==> src/rtl/onchip_mem_pkg.sv <==
// Shared types and default sizing for the two-master on-chip memory arbiter.
// Latency: n/a (declarations only).
// Backpressure: n/a (declarations only).
package onchip_mem_pkg;

    // Arbiter ownership state: nobody, master 0 or master 1 holds the port.
    typedef enum logic [1:0] {
        IDLE = 2'd0,
        OWN0 = 2'd1,
        OWN1 = 2'd2
    } arb_state_t;

    localparam int ADDR_W_DEF    = 11;
    localparam int DATA_W_DEF    = 32;
    localparam int BURST_MAX_DEF = 8;

endpackage

==> src/rtl/onchip_arb_hold_ctr.sv <==
// Counts consecutive granted cycles of the current owner and flags a forced handover.
// Latency: handover flag is combinational; counter updates on the next clk edge.
// Backpressure: none of its own; the handover flag makes the owner yield after BURST_MAX grants.
module onchip_arb_hold_ctr
    import onchip_mem_pkg::*;
#(
    parameter int BURST_MAX = BURST_MAX_DEF
) (
    input  logic clk,
    input  logic reset,
    input  logic owned,      // FSM is in OWN0 or OWN1
    input  logic owner_req,  // current owner is requesting this cycle
    input  logic other_req,  // the non-owner is requesting this cycle
    input  logic any_req,    // a grant is issued this cycle
    output logic handover
);

    localparam int CNT_W = (BURST_MAX < 2) ? 1 : $clog2(BURST_MAX + 1);
    localparam logic [CNT_W-1:0] LIMIT = CNT_W'(BURST_MAX - 1);
    localparam logic [CNT_W-1:0] ONE   = CNT_W'(1);

    logic [CNT_W-1:0] cnt;
    logic [CNT_W-1:0] cnt_nxt;

    // cnt = grants already given to the current owner in this run; the owner's
    // BURST_MAX-th grant happens while cnt == BURST_MAX-1.
    assign handover = owned && owner_req && other_req && (cnt >= LIMIT);

    // Next count: restart on handover, keep counting (saturating) while the owner
    // continues, start at 1 when a new owner takes its first grant, clear when idle.
    always_comb begin
        cnt_nxt = '0;
        if (handover) begin
            cnt_nxt = '0;
        end else if (owned && owner_req) begin
            cnt_nxt = (cnt >= LIMIT) ? cnt : cnt + ONE;
        end else if (any_req) begin
            cnt_nxt = ONE;
        end
    end

    // Counter register.
    always_ff @(posedge clk or posedge reset) begin
        if (reset) begin
            cnt <= '0;
        end else begin
            cnt <= cnt_nxt;
        end
    end

endmodule

==> src/rtl/onchip_mem_arbiter.sv <==
// Two-master arbiter onto a single on-chip memory port; optional ONCHIP_ARB_ROUND_ROBIN_EN tie-break.
// Latency: grant/command combinational in the request cycle; read data returned one cycle later.
// Backpressure: losing requester held with waitrequest=1; owner yields after BURST_MAX grants if contended.
module onchip_mem_arbiter
    import onchip_mem_pkg::*;
#(
    parameter int ADDR_W    = ADDR_W_DEF,
    parameter int DATA_W    = DATA_W_DEF,
    parameter int BURST_MAX = BURST_MAX_DEF
) (
    input  logic                clk,
    input  logic                reset,
    input  logic [ADDR_W-1:0]   m0_address,
    input  logic [DATA_W/8-1:0] m0_byteenable,
    input  logic                m0_read,
    input  logic                m0_write,
    input  logic [DATA_W-1:0]   m0_writedata,
    output logic [DATA_W-1:0]   m0_readdata,
    output logic                m0_waitrequest,
    output logic                m0_readdatavalid,
    input  logic [ADDR_W-1:0]   m1_address,
    input  logic [DATA_W/8-1:0] m1_byteenable,
    input  logic                m1_read,
    input  logic                m1_write,
    input  logic [DATA_W-1:0]   m1_writedata,
    output logic [DATA_W-1:0]   m1_readdata,
    output logic                m1_waitrequest,
    output logic                m1_readdatavalid,
    output logic [ADDR_W-1:0]   mem_address,
    output logic [DATA_W/8-1:0] mem_byteenable,
    output logic                mem_chipselect,
    output logic                mem_write,
    output logic [DATA_W-1:0]   mem_writedata,
    output logic                mem_clken,
    input  logic [DATA_W-1:0]   mem_readdata
);

    arb_state_t state;
    arb_state_t state_nxt;
    logic       req0, req1;
    logic       gnt0, gnt1;
    logic       owned, owner_req, other_req;
    logic       handover;
    logic       pick1;
    logic       rdv0, rdv1;

    assign req0 = m0_read | m0_write;
    assign req1 = m1_read | m1_write;

    assign owned     = (state != IDLE);
    assign owner_req = (state == OWN0) ? req0 : (state == OWN1) ? req1 : 1'b0;
    assign other_req = (state == OWN0) ? req1 : (state == OWN1) ? req0 : 1'b0;

`ifdef ONCHIP_ARB_ROUND_ROBIN_EN
    logic last_gnt1;

    // Remember who was granted last; starts as master 1 so master 0 wins the first tie.
    always_ff @(posedge clk or posedge reset) begin
        if (reset) begin
            last_gnt1 <= 1'b1;
        end else if (gnt0 || gnt1) begin
            last_gnt1 <= gnt1;
        end
    end

    assign pick1 = ~last_gnt1;
`else
    assign pick1 = 1'b0;
`endif

    onchip_arb_hold_ctr #(
        .BURST_MAX (BURST_MAX)
    ) u_hold_ctr (
        .clk       (clk),
        .reset     (reset),
        .owned     (owned),
        .owner_req (owner_req),
        .other_req (other_req),
        .any_req   (req0 | req1),
        .handover  (handover)
    );

    // Ownership state register.
    always_ff @(posedge clk or posedge reset) begin
        if (reset) begin
            state <= IDLE;
        end else begin
            state <= state_nxt;
        end
    end

    // Grant and next owner: owner keeps the port while requesting unless a handover
    // is due; if it drops, a waiting master takes over the same cycle.
    always_comb begin
        state_nxt = state;
        gnt0      = 1'b0;
        gnt1      = 1'b0;
        unique case (state)
            IDLE: begin
                if (req0 && (!req1 || !pick1)) begin
                    gnt0      = 1'b1;
                    state_nxt = OWN0;
                end else if (req1) begin
                    gnt1      = 1'b1;
                    state_nxt = OWN1;
                end
            end
            OWN0: begin
                if (req0) begin
                    gnt0      = 1'b1;
                    state_nxt = handover ? OWN1 : OWN0;
                end else if (req1) begin
                    gnt1      = 1'b1;
                    state_nxt = OWN1;
                end else begin
                    state_nxt = IDLE;
                end
            end
            OWN1: begin
                if (req1) begin
                    gnt1      = 1'b1;
                    state_nxt = handover ? OWN0 : OWN1;
                end else if (req0) begin
                    gnt0      = 1'b1;
                    state_nxt = OWN0;
                end else begin
                    state_nxt = IDLE;
                end
            end
            default: state_nxt = IDLE;
        endcase
        // No grant may leak out while reset is held.
        if (reset) begin
            gnt0 = 1'b0;
            gnt1 = 1'b0;
        end
    end

    // Memory command mux from the granted master; quiet port when nobody is granted.
    always_comb begin
        mem_address    = '0;
        mem_byteenable = '0;
        mem_writedata  = '0;
        mem_write      = 1'b0;
        mem_chipselect = gnt0 | gnt1;
        if (gnt0) begin
            mem_address    = m0_address;
            mem_byteenable = m0_byteenable;
            mem_writedata  = m0_writedata;
            mem_write      = m0_write;
        end else if (gnt1) begin
            mem_address    = m1_address;
            mem_byteenable = m1_byteenable;
            mem_writedata  = m1_writedata;
            mem_write      = m1_write;
        end
    end

    // One-cycle read-return pipe; a read that also writes is a write and returns nothing.
    always_ff @(posedge clk or posedge reset) begin
        if (reset) begin
            rdv0 <= 1'b0;
            rdv1 <= 1'b0;
        end else begin
            rdv0 <= gnt0 & m0_read & ~m0_write;
            rdv1 <= gnt1 & m1_read & ~m1_write;
        end
    end

    assign mem_clken        = 1'b1;
    assign m0_waitrequest   = ~gnt0;
    assign m1_waitrequest   = ~gnt1;
    assign m0_readdatavalid = rdv0;
    assign m1_readdatavalid = rdv1;
    assign m0_readdata      = rdv0 ? mem_readdata : '0;
    assign m1_readdata      = rdv1 ? mem_readdata : '0;

endmodule

==> config.mk <==
export PLATFORM = sky130hd
export DESIGN_NAME = onchip_mem_arbiter
export DESIGN_NICKNAME = d
export VERILOG_FILES = /design/src/rtl/onchip_mem_pkg.sv /design/src/rtl/onchip_arb_hold_ctr.sv /design/src/rtl/onchip_mem_arbiter.sv
export SDC_FILE = /design/constraint.sdc
export NUM_CORES = 1
export LEC_CHECK = 0
export CAP_MARGIN = 25
export CORE_AREA = 2 2 97 99
export CTS_CLUSTER_SIZE = 25
export DETAILED_ROUTE_END_ITERATION = 10
export DIE_AREA = 0 0 99 101
export DONT_BUFFER_PORTS = 1
export PLACE_DENSITY = 0.33
export SETUP_SLACK_MARGIN = 0.5
export SYNTH_ARGS = -nofsm -noshare
export SYNTH_HDL_FRONTEND = slang
export SYNTH_SLANG_ARGS = --single-unit
==> constraint.sdc <==
create_clock -name clk -period 2 [get_ports clk]
set_clock_uncertainty 0.05 [all_clocks]
set_input_delay 0.3 -clock clk [delete_from_list [all_inputs] [get_ports clk]]
set_output_delay 0.3 -clock clk [all_outputs]
set_load 0.005 [all_outputs]
=== After elaboration in Yosys (flattened, before gate mapping) ===
Cells that the tools add are included.

* Register bits: 8
* Input port bits: 132

* Add/sub/neg operators: 1
* Magnitude comparators: 1
* Eq/ne operators: 4
* Mux-type cells: 35
* Bitwise operators: 12
* Reduce and logical (&&, ||, !) cells: 6

{| class="wikitable"
|+ Operators by type and width
! cell !! count
|-
| 32-bit 2-to-1 mux || 4
|-
| 11-bit 2-to-1 mux || 2
|-
| 4-bit 2-to-1 mux || 5
|-
| 1-bit 2-to-1 mux || 14
|-
| 2-bit 2-to-1 mux || 7
|-
| 3-bit inequality test, second input constant || 2
|-
| 2-bit one-hot mux with 3 select lines || 1
|-
| 4-bit by 1-bit adder with 4-bit output, second input constant || 1
|-
| 1-bit AND || 4
|-
| 4-bit by 3-bit >= comparator with 1-bit output, second input constant || 1
|-
| 1-bit inverter || 4
|-
| 1-bit OR || 4
|-
| 1-bit one-hot mux with 2 select lines || 2
|-
| 1-bit logical AND || 3
|-
| 2-bit by 1-bit == test with 1-bit output, second input constant || 1
|-
| 2-bit == test, second input constant || 1
|-
| 2-bit zero test || 1
|-
| 2-bit nonzero test || 1
|-
| 2-bit OR reduction || 1
|}

=== Longest topological paths before layout ===
* Depth in word-level cells: 9
* Depth in mapped cells: 6

=== Modules after synthesis ===
A second synthesis with hierarchy kept.

* Cells, all modules: 186
* Area total of the unflattened synthesis: 1433.9 µm²

{| class="wikitable"
|+ Modules (own cells, without submodules)
! module !! instances !! cells an instance !! area each (µm²)
|-
| onchip_mem_arbiter || 1 || 162 || 1194.9
|-
| onchip_arb_hold_ctr || 1 || 24 || 239.0
|}

=== Worst setup path before layout ===
OpenSTA, ideal clock, no wires.

* Kind: reg2out
* From: register state[0]
* To: output port mem_address[0]
* Data arrival time: 1.362 ns
* Data required time: 1.650 ns
* Setup slack: 0.288 ns
* Cell stages (with the launch flop): 7
* Buffers on the path: 2
* Path through: dfrtp_1 -> o31ai_2 -> nand2_1 -> nor2_2 -> buf_6 -> buf_6 -> a22o_1

* Word-level cells in the longest chain between the ends: 6
* Elaborated cells between the ends (all ways): 10

{| class="wikitable"
|+ Ends and longest elaborated chain
! what !! line !! text
|-
| from (decl) || onchip_mem_arbiter.sv:38 || <nowiki>arb_state_t state;</nowiki>
|-
| from (signal assigned) || onchip_mem_arbiter.sv:88 || <nowiki>state <= state_nxt;</nowiki>
|-
| 2-bit by 1-bit == test with 1-bit output or 2-bit zero test (tied branches) || onchip_mem_arbiter.sv:98 || <nowiki>unique case (state)</nowiki>
|-
| 2-bit OR reduction (no source line) || - ||
|-
| 1-bit one-hot mux with 2 select lines || onchip_mem_arbiter.sv:98 ||
|-
| 1-bit 2-to-1 mux || onchip_mem_arbiter.sv:133 || <nowiki>if (reset) begin</nowiki>
|-
| 11-bit 2-to-1 mux || onchip_mem_arbiter.sv:151 || <nowiki>end else if (gnt1) begin</nowiki>
|-
| 11-bit 2-to-1 mux * || onchip_mem_arbiter.sv:146 || <nowiki>if (gnt0) begin</nowiki>
|-
| to (decl) || onchip_mem_arbiter.sv:29 || <nowiki>output logic [ADDR_W-1:0] mem_address,</nowiki>
|}

Every way passes the cells marked *; elsewhere a longest branch is shown, timed or not.

=== Worst setup path in the final report ===
* From: register state[1]
* To: output port mem_writedata[14]

* Word-level cells in the longest chain between the ends: 6
* Elaborated cells between the ends (all ways): 10

{| class="wikitable"
|+ Ends and longest elaborated chain
! what !! line !! text
|-
| 2-bit by 1-bit == test with 1-bit output or 2-bit zero test (tied branches) || onchip_mem_arbiter.sv:98 ||
|-
| 2-bit OR reduction (no source line) || - ||
|-
| 1-bit one-hot mux with 2 select lines || onchip_mem_arbiter.sv:98 ||
|-
| 1-bit 2-to-1 mux || onchip_mem_arbiter.sv:133 ||
|-
| 32-bit 2-to-1 mux || onchip_mem_arbiter.sv:151 ||
|-
| 32-bit 2-to-1 mux * || onchip_mem_arbiter.sv:146 ||
|-
| to (decl) || onchip_mem_arbiter.sv:33 || <nowiki>output logic [DATA_W-1:0] mem_writedata,</nowiki>
|}

Marked as above.

==> impl_metrics.toml <==
[timing]
final_period_minus_worst_setup_slack_ns = 1.92
final_min_period_over_clock_period = 0.958
timing.setup.tns_ns = 0
finalHoldViolations = 0
setup_repair_after_global_routing_missed_its_margin = "yes"
finalSetupViolCount = 0
report.final.slew_viol_count = 0
maximum_clock_frequency_mhz = 522

[synthesis]
synth_fa_ha_area_frac = 0.00853
synthMuxAreaShare = 0
synth_cell_type_count = 33
synthXorXnorAreaFrac = 0
async_flop_share = 1.00
postSynth.topFlopCell = "dfrtp_1"
synth_simple_gate_area_frac = 0.351
synth-compound-area-share = 0.400
cell_count_after_synthesis = 188
postSynthAreaPerCell_sq_um = 7.80
synth_area_sq_um = 1470
yosys_warnings = 0
synth-seq-cells = 8
dominant_combinational_cell_family_by_area_after_synthesis = "compound AO/OA/AOI/OAI gates"
syn_nets = 321
synth_edf_count = 0
portion_of_the_post_synthesis_area_used_by_sequential_elements = 0.137

[critical_path]
worstSetupPathType = "register to primary output"
critical_path_arrival_ns = 1.57
worstReg2RegEnd = "u_hold_ctr.cnt[0]$_DFFE_PP0P_"
critical_path.max_fanout = 12
slowest_delay_ns = 0.44
cp_num_cells = 7
crit_chain = "buf_4, o31ai_4, nand2_2, nor2_4, buf_6, clkbuf_16, a22o_1"
worstRegToRegCells = 5
r2r-start = "u_hold_ctr.cnt[1]$_DFFE_PP0P_"
critPathRequiredTime_ns = 1.65
timing.critical_path.slowest_stage_cell = "dfrtp_2"
setup.worst_path.end_class = "primary output"
cpLargestDelayFamily = "buffers and inverters"
critical_path_buf_inv_count = 3
timing.critical_path.from_type = "register"
timing.reg2reg.setup_slack_ns = 0.55

[power_and_ir_drop]
power.density_nw_per_um2 = 737
power.clock.fraction = 0.145
max-vdd-ir-drop_uv = 472
pwr-share-comb = 0.673
internal_power_w = 0.000865
power.share.sequential = 0.183
p_sw_frac = 0.415
p_leak_nw = 0.842
power_switching_w = 0.000614

[finish]
post-route-cell-area_sq_um = 2010
syn2layout_area_growth_pct = 36.9
fraction_of_final_layout_cells_with_drive_strength_greater_than_1 = 0.270
share_of_the_core_filled_with_cells = 0.224
insertedDiodeCount = 0
non_filler_instances = 311
fillers = 960
final_nets = 334

[worst_hold_path]
worstHoldPathType = "primary input to async pin"

[placement]
dp_cells = 288
port_buffers = 0
gp_congestion = 0.766
hpwlAfterDp_mm = 4.34
place_area_sq_um = 1580

[floorplanning]
die_area_sq_um = 10000
io_pins = 250
placeableCoreArea_sq_um = 8980
initial_utilization = 0.163
row_count = 35
die_w_um = 99
dieHeight_um = 101

[clock_tree]
clkLatencyLatePin_ns = 0.23
cts.sinks = 8
cts_max_path_buffers = 2
h_tree_depth = 1
clock-root-buffer = "clkbuf_8"
clock_tree_from_tritoncts = "done"
clkTransAtPathRegs_ns = 0.05
numCtsBuffers = 3

[drt]
via_count = 1700
ant_nets = 0
first_pass_iters = 4
wl_per_cell_um = 20.0
vias_per_cell = 5.47
drt_iter0_markers = 69
drc = 0
route.final.wire_length_mm = 6.23

[global_route]
grt_start_max_net_pins = 34
antenna_violations_before_repair = 0
grt_overflow_total = 0
grt_pass1_vias = 1345
global_route_wire_length_before_repair_mm = 7.13
grt_usage = 0.0890

[outcome]
result_of_the_run = "complete, no violations"

[flow_run]
max_cap_viol_count = 0
==> through the flow <==
stage	hold slack [ns]	total power, W	setup slack (ns)
3_3_place_gp	0.0957	0.000879	0.227
5_1_grt	0.0850	0.00157	0.0298
6_report	0.0635	0.00148	0.0835
3_5_place_dp	0.0950	0.000875	0.230
4_1_cts	0.0807	0.00131	0.0793
2_1_floorplan	0.112	0.000788	0.328
==> registers in the layout, summed over array words and instances, names as in the netlist <==
signal / cells
u_hold_ctr.cnt: 4
state: 2
m0_readdatavalid: 1
m1_readdatavalid: 1
==> what timing repair did <==
| action | in CTS | in global routing |
|---|---|---|
| pin swaps | 6 | 8 |
| endpoints found under the hold margin | 2 | 0 |
| setup buffers | 10 | 2 |
| gates cloned | 2 | 4 |
| endpoints found under the setup margin | 89 | 55 |
| resized for setup | 21 | 16 |
| hold buffers | 1 | 0 |
==> power groups by stage <==
stage          Combinational, W  Clock [W]  Sequential [W]
4_1_cts                0.000831   0.000218        0.000264
3_5_place_dp           0.000602          0        0.000273
2_1_floorplan          0.000535          0        0.000253
3_3_place_gp           0.000606          0        0.000272
5_1_grt                 0.00107   0.000228        0.000277
6_report               0.000995   0.000214        0.000270
==> synth_stat cells (2+ instances only) <==
cell	count	area share
a2111oi_0	3	0.018
a21o_1	2	0.010
a21oi_1	3	0.010
a22o_1	47	0.28
a32o_1	2	0.014
and2_1	64	0.27
and3_1	2	0.0085
buf_2	5	0.017
buf_6	6	0.046
clkbuf_1	7	0.018
dfrtp_1	8	0.14
inv_1	6	0.015
nor2_1	5	0.013
nor3_1	4	0.014
nor3b_1	2	0.010
o21ai_0	2	0.0068
o22ai_1	4	0.017
==> cell usage in the layout, fill, tap and decap left out, types with 2 or more instances in the layout <==
cell,synthesis,layout
and2_1,64,64
a22o_1,47,44
buf_4,1,13
a21o_1,2,2
inv_1,6,5
a22o_4,0,3
a32o_1,2,2
nor2_1,5,5
o21ai_2,0,2
nor3b_1,2,2
buf_6,6,7
a21oi_1,3,2
o22ai_2,0,2
nor3_1,4,3
buf_12,0,2
clkbuf_8,0,3
dfrtp_1,8,5
nor2_4,1,2
o22ai_1,4,2
dfrtp_2,0,3
clkbuf_16,0,3
==> final cells by class <==
class / count / area [sq um] / share of cell area
flip-flops and latches: 8 / 204 / 0.102
inverters: 6 / 25.0 / 0.0125
well taps: 111 / 139 / 0.0692
clock buffers: 4 / 45.0 / 0.0224
multi-input cells: 155 / 1260 / 0.630
repair buffers: 27 / 329 / 0.164
==> cells by family (layout without fill, tap and decap cells) <==
family / count (synthesis) / in the layout
DFF: 8 / 8
and+or+nand+nor: 84 / 84
buffers and inverters: 25 / 37
adders and majority gates: 1 / 1
other: 1 / 1
AOI/OAI and AO/OA: 69 / 69
==> routing by layer <==
layer	wire length, um	GRT usage
met1	2680	0.130
met2	3070	0.144
met3	459	0.00971
met5	0	0
met4	11	0.0126
==> worst max path at each step <==
stage                               startpoint           endpoint  slack, ns
after floorplan           state[1]$_DFFE_PP0P_     mem_address[0]       0.33
after global placement    state[0]$_DFFE_PP0P_   mem_writedata[1]       0.23
after detailed placement  state[0]$_DFFE_PP0P_   mem_writedata[1]       0.23
after CTS                 state[0]$_DFFE_PP0P_  mem_writedata[24]       0.08
after global routing      state[0]$_DFFE_PP0P_  mem_byteenable[3]       0.03
final                     state[1]$_DFFE_PP0P_  mem_writedata[14]       0.08
No activity file was read; power rests on OpenSTA's default activity.
